### config.mk
export PLATFORM = sky130hd
export DESIGN_NAME = image_readout
export DESIGN_NICKNAME = d
export VERILOG_FILES = /design/src/rtl/image_readout.sv
export SDC_FILE = /design/constraint.sdc
export NUM_CORES = 1
export LEC_CHECK = 0
export CORE_UTILIZATION = 40
export CTS_CLUSTER_DIAMETER = 50
export DETAILED_ROUTE_END_ITERATION = 8
export PLACE_DENSITY_LB_ADDON = 0.12
export SETUP_SLACK_MARGIN = 0.15
export SYNTH_ARGS = -nofsm -noshare
export SYNTH_HDL_FRONTEND = slang
export SYNTH_SLANG_ARGS = --single-unit
export TNS_END_PERCENT = 50
### constraint.sdc
create_clock -name clk -period 3.4 [get_ports clk]
set_input_delay 0.68 -clock clk [delete_from_list [all_inputs] [get_ports clk]]
set_output_delay 0.68 -clock clk [all_outputs]
set_load 0.03 [all_outputs]
### src/rtl/image_readout.sv
// image_readout: streams DST_W*DST_H bytes from a 1-cycle-latency BRAM onto
// a valid/ready byte stream through a 2-entry skid FIFO.
//
// Ports:
//   clk, rst (async, active-high)   start          : frame request (ignored while busy)
//   bram_re, bram_addr              : BRAM read port (bram_rd_data valid next cycle)
//   out_valid/out_data/out_last     : output stream, accepted on out_valid && out_ready
//   busy, done                      : frame in progress / one-cycle completion pulse
// Optional feature: define READER_CHECKSUM_EN to append an 8-bit sum beat.
`timescale 1ns/1ps
module image_readout #(
    parameter int unsigned DST_W     = 16,
    parameter int unsigned DST_H     = 16,
    parameter logic [15:0] BASE_ADDR = 16'h0000
) (
    input  logic        clk,
    input  logic        rst,
    input  logic        start,
    output logic        bram_re,
    output logic [15:0] bram_addr,
    input  logic [7:0]  bram_rd_data,
    output logic        out_valid,
    output logic [7:0]  out_data,
    output logic        out_last,
    input  logic        out_ready,
    output logic        busy,
    output logic        done
);

    localparam int unsigned   NPIX     = DST_W * DST_H;
    localparam logic [15:0]   LAST_IDX = 16'(NPIX - 1);

    typedef enum logic [1:0] {
        IDLE,
        READ,
        DRAIN,
        CSUM
    } state_t;

    state_t      state;
    logic [15:0] cnt;
    logic [7:0]  mem [2];
    logic [1:0]  lst;
    logic        wp;
    logic        rp;
    logic [1:0]  occ;
    logic [1:0]  occ_nxt;
    logic [1:0]  lvl;
    logic        infl;
    logic        infl_last;
    logic        fifo_valid;
    logic        fifo_pop;
`ifdef READER_CHECKSUM_EN
    logic [7:0]  csum;
`endif

    // A read may issue whenever the FIFO plus in-flight slot has room,
    // counting a slot being freed by a handshake in this same cycle.
    always_comb begin
        lvl        = occ + {1'b0, infl};
        fifo_valid = (occ != 2'd0);
        fifo_pop   = fifo_valid && out_ready;
        occ_nxt    = occ - {1'b0, fifo_pop} + {1'b0, infl};
        bram_re    = (state == READ) && ((lvl != 2'd2) || fifo_pop);
        bram_addr  = bram_re ? (BASE_ADDR + cnt) : 16'd0;
        out_valid  = fifo_valid;
        out_data   = fifo_valid ? mem[rp] : 8'd0;
        out_last   = fifo_valid && lst[rp];
`ifdef READER_CHECKSUM_EN
        if (state == CSUM) begin
            out_valid = 1'b1;
            out_data  = csum;
            out_last  = 1'b1;
        end
`endif
    end

    assign busy = (state != IDLE);

    always_ff @(posedge clk) begin
        if (infl) mem[wp] <= bram_rd_data;
    end

    always_ff @(posedge clk or posedge rst) begin
        if (rst) begin
            state     <= IDLE;
            cnt       <= 16'd0;
            lst       <= 2'b00;
            wp        <= 1'b0;
            rp        <= 1'b0;
            occ       <= 2'd0;
            infl      <= 1'b0;
            infl_last <= 1'b0;
            done      <= 1'b0;
`ifdef READER_CHECKSUM_EN
            csum      <= 8'd0;
`endif
        end else begin
            done <= 1'b0;
            infl <= bram_re;
`ifdef READER_CHECKSUM_EN
            infl_last <= 1'b0;
            if (fifo_pop) csum <= csum + out_data;
`else
            infl_last <= bram_re && (cnt == LAST_IDX);
`endif
            if (infl) begin
                lst[wp] <= infl_last;
                wp      <= ~wp;
            end
            if (fifo_pop) rp <= ~rp;
            occ <= occ_nxt;
            if (bram_re) cnt <= cnt + 16'd1;

            unique case (state)
                IDLE: begin
                    if (start) begin
                        state <= READ;
                        cnt   <= 16'd0;
`ifdef READER_CHECKSUM_EN
                        csum  <= 8'd0;
`endif
                    end
                end
                READ: begin
                    if (bram_re && (cnt == LAST_IDX)) state <= DRAIN;
                end
                DRAIN: begin
                    // Leave as soon as the final pixel is accepted this edge.
                    if (occ_nxt == 2'd0) begin
`ifdef READER_CHECKSUM_EN
                        state <= CSUM;
`else
                        state <= IDLE;
                        done  <= 1'b1;
`endif
                    end
                end
                CSUM: begin
                    if (out_ready) begin
                        state <= IDLE;
                        done  <= 1'b1;
                    end
                end
                default: state <= IDLE;
            endcase
        end
    end

endmodule

==> results of run 1 <==
## area by class of cell
class                           count  area [sq um]
Clock buffer                        5          68.8
Clock inverter                      3          47.5
Fill cell                         502          2450
Inverter                            5          18.8
Multi-Input combinational cell    134           892
Sequential cell                    43          1160
Tap cell                           70          87.6
Timing Repair Buffer               44           390
## per-layer routing
layer | global-route usage | part of all wire | vias to the layer above
met5 | 0 | 0 | -
met4 | 0.0671 | 0.016 | 0
met3 | 0.0285 | 0.040 | 7
met2 | 0.264 | 0.46 | 33
met1 | 0.226 | 0.49 | 718
li1 | - | - | 783
## cells by family (layout without fill, tap and decap cells)
kind of cell / after synthesis / in the layout / synth area share
adder cells (fa/ha/maj): 4 / 4 / 0.0237
flip-flops: 43 / 43 / 0.548
AND/OR/NAND/NOR: 83 / 83 / 0.215
buffers and inverters: 14 / 57 / 0.0285
XOR/XNOR: 5 / 5 / 0.0208
AO/OA/AOI/OAI: 26 / 26 / 0.0867
multiplexers: 16 / 16 / 0.0771
## worst max-delay path: stages
cell and delay (ps):
clkdlybuf4s50_1 490, nor2_1 50, a221o_2 370, nor2_1 130
clkdlybuf4s50_1 680
## power groups by stage
| stage | registers [mW] | clock network [mW] | logic [mW] |
|---|---|---|---|
| 2_1_floorplan | 0.827 | 0 | 0.954 |
| 3_3_place_gp | 0.892 | 0 | 1.31 |
| 3_5_place_dp | 0.895 | 0 | 1.31 |
| 4_1_cts | 0.884 | 0.417 | 1.32 |
| 5_1_grt | 0.915 | 0.439 | 1.43 |
| 6_report | 0.881 | 0.406 | 1.30 |
## worst max-delay path by stage
stage                         start            to  slack, ps  cells past startpoint
final                     out_ready  bram_addr[3]        310                      5
after global routing           infl  bram_addr[0]        230                      6
after CTS                 out_ready  bram_addr[3]        300                      5
after detailed placement  out_ready  bram_addr[3]        310                      5
after global placement    out_ready  bram_addr[3]        290                      5
after floorplan                infl  bram_addr[0]        480                      6
## flip-flops by register name, indices dropped and copies added, names as in the netlist
register   flops
cnt           16
done           1
infl           1
infl_last      1
lst            2
mem           16
occ            2
rp             1
state          2
wp             1
## per-stage QoR
stage / cell area, sq um / total power, mW
3_5_place_dp: 2540 / 2.21
2_1_floorplan: 2110 / 1.78
4_1_cts: 2660 / 2.62
5_1_grt: 2660 / 2.79
3_3_place_gp: 2540 / 2.20
6_report: 2660 / 2.58
## cells in the mapped netlist
| cell | instances |
|---|---|
| a221o_2 | 1 |
| and4_1 | 1 |
| and4bb_2 | 1 |
| nand4_1 | 4 |
| o41ai_1 | 1 |
| xnor2_1 | 3 |
| nand2b_1 | 4 |
| dfrtp_1 | 27 |
| and2_1 | 17 |
| buf_6 | 1 |
| nand2_1 | 17 |
| mux2i_1 | 14 |
| nor3b_1 | 1 |
| o31ai_1 | 8 |
| or3_1 | 1 |
| o211ai_1 | 1 |
| or4_1 | 8 |
| a21oi_1 | 9 |
| nor2_1 | 14 |
| and3_1 | 2 |
| xor2_1 | 2 |
| nor3_1 | 2 |
| nand3_1 | 5 |
| a21boi_0 | 1 |
| nor2b_1 | 2 |
| o221ai_1 | 1 |
| o31a_1 | 1 |
| nor4_1 | 4 |
| buf_1 | 1 |
| inv_1 | 5 |
| clkbuf_1 | 7 |
| edfxtp_1 | 16 |
| a31o_2 | 1 |
| mux2_2 | 2 |
| o311ai_0 | 1 |
| ha_1 | 4 |
| o21a_1 | 1 |
==> key figures, run 1 <==
Routing
  • Drc violations: 0
  • Antenna viol nets, final: 0
  • Routed vias: 1541
  • Initial drt markers: 79
  • Via density: 5.07
  • DRT Pass-1 Iters: 4
  • Overall routed net length: 4090 um
  • Drt wl/cell: 13.4 um

Synthesis
  • Top-area cell type share of the netlist area: 0.320
  • Mapped Area: 0.00211 sq mm
  • Post-synthesis cell count: 191
  • Library cells used by synthesis: 37
  • Synth warnings: 0
  • Avg Cell Area, Syn: about 11 sq um
  • Top post-synthesis cells by area: dfrtp_1 (32%), edfxtp_1 (23%), mux2i_1 (6.6%)
  • #FFs+latches synth: 43
  • Post-synthesis sequential area ratio: 0.548
  • Synth area leader: dfrtp_1
  • Syn_nets: 207

Placement
  • Number of port buffers: 40
  • GPL Wtd Cong: roughly 0.77
  • Cell total after placement: between 200 and 300
  • Detailed placer's ending HPWL: 2830 um
  • Post-Place Setup Slack: roughly 300 ps

Job
  • Max_cap viols: 0

Layout
  • P&R area growth vs syn: 26.2%
  • Final non-filler cell total: ~300
  • Fraction of layout cells with a size suffix above 1: 0.141
  • Layout net count: 249
  • Ant. Diodes: 0
  • Most frequent cells in the layout: dfrtp_1 (27), clkdlybuf4s50_1 (24), buf_4 (20)
  • Final core occ: 0.521
  • Commonest non-fill, non-tap cell in the layout: dfrtp_1

Timing
  • Fin crit share: 0.909
  • Final Max Slew Viols: 0
  • Final setup margin: 308 ps
  • Fin. Hold Viols: 0
  • Relative slew slack: 0.463
  • Min cycle time layout: ~3000 ps
  • Setup_tns: 0 ps
  • RSZ-0062 raised after global routing: no
  • Setup violators final: 0
  • Worst-Margin Slew: 803 ps
  • FMAX: 0.323 GHz
  • Worst Clk Skew: 6.99 ps
  • Min Hold Slack: between 400 and 500 ps

Clocking
  • Worst-skew pair later-pin latency: 290 ps
  • CTS clk-pin slew, worst paths: roughly 80 ps
  • H-tree Lvls: 2
  • Post_cts resized: 0
  • Root buffer cell: clkbuf_8
  • CTS Sinks: 43
  • Setup Buffers After CTS: 0
  • TritonCTS clock tree: built
  • Max Buffers Root-to-Sink: 2
  • CTS Buf Count: 5
  • Cts hold-fix bufs: 0

Die
  • Die height: around 75 um
  • Rows: 26
  • Total I/O pin count: 41
  • Die ar.: 0.00557 sq mm
  • Initial Utilization: 0.413
  • Core region area: 0.00511 sq mm
  • Die Span X: 74.6 um

Hold path
  • Worst hold stages: 1
  • Min-delay src: wp
  • Min-delay worst type: reg2reg
  • Hold Crit Endpoint: wp

Worst setup path
  • FF-to-FF Start: infl
  • CP Data Required Time: 2720 ps
  • WS Path Type: in2out
  • FF-to-FF End: state[0]
  • Worst Reg-to-Reg Cells: 6
  • Worst Path Max Fanout: 3
  • CP startpoint kind: primary input
  • Reg2reg setup slack: 1080 ps
  • Setup crit end kind: output pin
  • Crit path DAT: 2410 ps

Status
  • Outcome: finished, final reports clean

Power and ir drop
  • Max VDD drop: ~0.00059 V
  • P_int: 1.46 mW
  • Logic pwr share: 0.501
  • Clock share of power: 0.157
  • Seq pwr share: 0.341
  • Power Dens Cells: 970 mW/mm^2
  • Leakage: 1.12 nW
  • Switch share: 0.436
  • Sw power: approximately 1.1 mW

Global route
  • Largest net degree at the start of global routing: 28
  • Global-route wire length before repair: 6870 um
  • Antenna violations before repair: 0
  • Gr usage total: 0.166
  • Vias in the first global route: approximately 1500
  • Overflow after GRT: 0
Note: power is estimated with default switching activity, not from simulation.
==> inputs of run 2 (changes only) <==
Settings changed: CTS_BUF_LIST set to sky130_fd_sc_hd__clkbuf_16, PLACE_DENSITY set to 0.75, PLACE_DENSITY_LB_ADDON 0.12 to unset.
==> key figures, run 2 (same netlist as run 1, synthesis figures left out) <==
Worst setup path
  • Top Family by Delay on Critical Path: buffers and inverters
  • Critical-path cell list: clkdlybuf4s50_1 > nor2_1 > a221o_2 > nor2_1 > clkdlybuf4s50_1
  • WS Path Type: in2out
  • CP startpoint kind: primary input
  • Crit path DAT: 2410 ps
  • Critical path's slowest cell: clkdlybuf4s50_1
  • Reg2reg setup slack: 1100 ps
  • CP Data Required Time: 2720 ps
  • Max incr delay on CP: 680 ps
  • Buf/Inv on CP: 2
  • Setup crit end kind: output pin
  • Worst Path Max Fanout: 4

Clocking
  • Max Buffers Root-to-Sink: 2
  • Worst-skew pair later-pin latency: 280 ps
  • Post_cts resized: 0
  • CTS Sinks: 43
  • Setup Buffers After CTS: 0
  • H-tree Lvls: 2
  • CTS clk-pin slew, worst paths: 60 ps
  • Root buffer cell: clkbuf_16
  • CTS Buf Count: 5
  • Cts hold-fix bufs: 0
  • TritonCTS clock tree: built

Timing
  • FMAX: 0.324 GHz
  • Setup violators final: 0
  • Relative slew slack: 0.472
  • RSZ-0062 raised after global routing: no
  • Fin crit share: 0.908
  • Final Max Slew Viols: 0
  • Worst Clk Skew: 3.57 ps
  • Fin. Hold Viols: 0
  • Min cycle time layout: 3090 ps
  • Worst-Margin Slew: 791 ps
  • Setup_tns: 0 ps

Routing
  • Drt wl/cell: 14.1 um
  • DRT Pass-1 Iters: 4
  • Antenna viol nets, final: 0
  • Overall routed net length: 4280 um
  • Drc violations: 0
  • Routed vias: 1602
  • Via density: 5.27
  • Initial drt markers: 107

Layout
  • Fraction of layout cells with a size suffix above 1: 0.137
  • Ant. Diodes: 0
  • Layout net count: 249
  • Commonest non-fill, non-tap cell in the layout: dfrtp_1
  • P&R area growth vs syn: 28.5%
  • Top flop regs: cnt: 16 flops, mem: 16 flops
  • Most frequent cells in the layout: dfrtp_1 (27), clkdlybuf4s50_1 (24), buf_4 (20)

Global route
  • Largest net degree at the start of global routing: 28
  • Overflow after GRT: 0
  • Antenna violations before repair: 0
  • Gr usage total: 0.175
  • Vias in the first global route: 1546
  • Global-route wire length before repair: 7220 um

Die
  • Die Span X: 74.6 um
  • Core region area: 0.00511 sq mm
  • Die height: between 70 and 80 um
  • Initial Utilization: 0.413
  • Die ar.: 0.00557 sq mm
  • Rows: 26
  • Total I/O pin count: between 40 and 50

Job
  • Max_cap viols: 0

Hold path
  • Min-delay worst type: reg2reg

Placement
  • Number of port buffers: 40
  • Detailed placer's ending HPWL: 2980 um
  • GPL Wtd Cong: 0.810

Power and ir drop
  • Power Dens Cells: 1010 mW/mm^2
  • Total Power: 2.72 mW
  • Max VDD drop: 0.000602 V
  • Leakage: between 1 and 1.5 nW

Status
  • Outcome: finished, final reports clean
[run 2: changes by cell type in the layout (fill, tap and decap cells not counted), sizes merged]
cell    delta
inv        -1
clkinv     +1
[run 2: routing by layer]
| layer | vias to the layer above | part of all wire | global-route usage | routed length [um] |
|---|---|---|---|---|
| li1 | 777 | - | - | - |
| met1 | 784 | 0.46 | 0.212 | 1960 |
| met2 | 37 | 0.48 | 0.306 | 2070 |
| met3 | 4 | 0.045 | 0.0339 | 194 |
| met4 | 0 | 0.013 | 0.0692 | 55 |
| met5 | - | 0 | 0 | 0 |
[run 2: layout make-up]
type                       instances  area, sq um
timing repair buffer              44          390
multi-input combinational        134          892
fill                             482         2400
tap                               70         87.6
clock buffer                       5          125
inverter                           5         18.8
clock inverter                     3         38.8
sequential                        43         1160
[run 2: power by group]
part           internal [mW]  leakage, nW  switching, mW  total [mW]
registers              0.724        0.504          0.163       0.887
clock network          0.342       0.0812          0.180       0.522
logic                  0.513        0.553          0.803        1.32
total                   1.58         1.14           1.15        2.72
[run 2: final timing paths]
| kind | cells past startpoint | end | startpoint |
|---|---|---|---|
| setup / recovery | 5 | bram_addr[3] | out_ready |
| hold / removal | 1 | wp | wp |
| setup reg to reg | 6 | cnt[14] | infl |
| hold reg to reg | 1 | wp | wp |
| max in group asynchronous | 3 | wp | rst |
| min in group asynchronous | 3 | cnt[8] | rst |
[run 2: metrics by stage]
| step | area, sq um | setup WS [ps] | hold slack, ps | util | instances |
|---|---|---|---|---|---|
| finish | 2710 | 311 | 481 | 0.530 | 304 |
| global route | 2710 | 225 | 518 | 0.530 | 304 |
| CTS | 2710 | 306 | 481 | 0.530 | 304 |
| detailed placement | 2540 | 326 | 474 | 0.498 | 296 |
| global placement | 2540 | 308 | 468 | 0.498 | 296 |
| floorplan | 2110 | 483 | 453 | - | 191 |
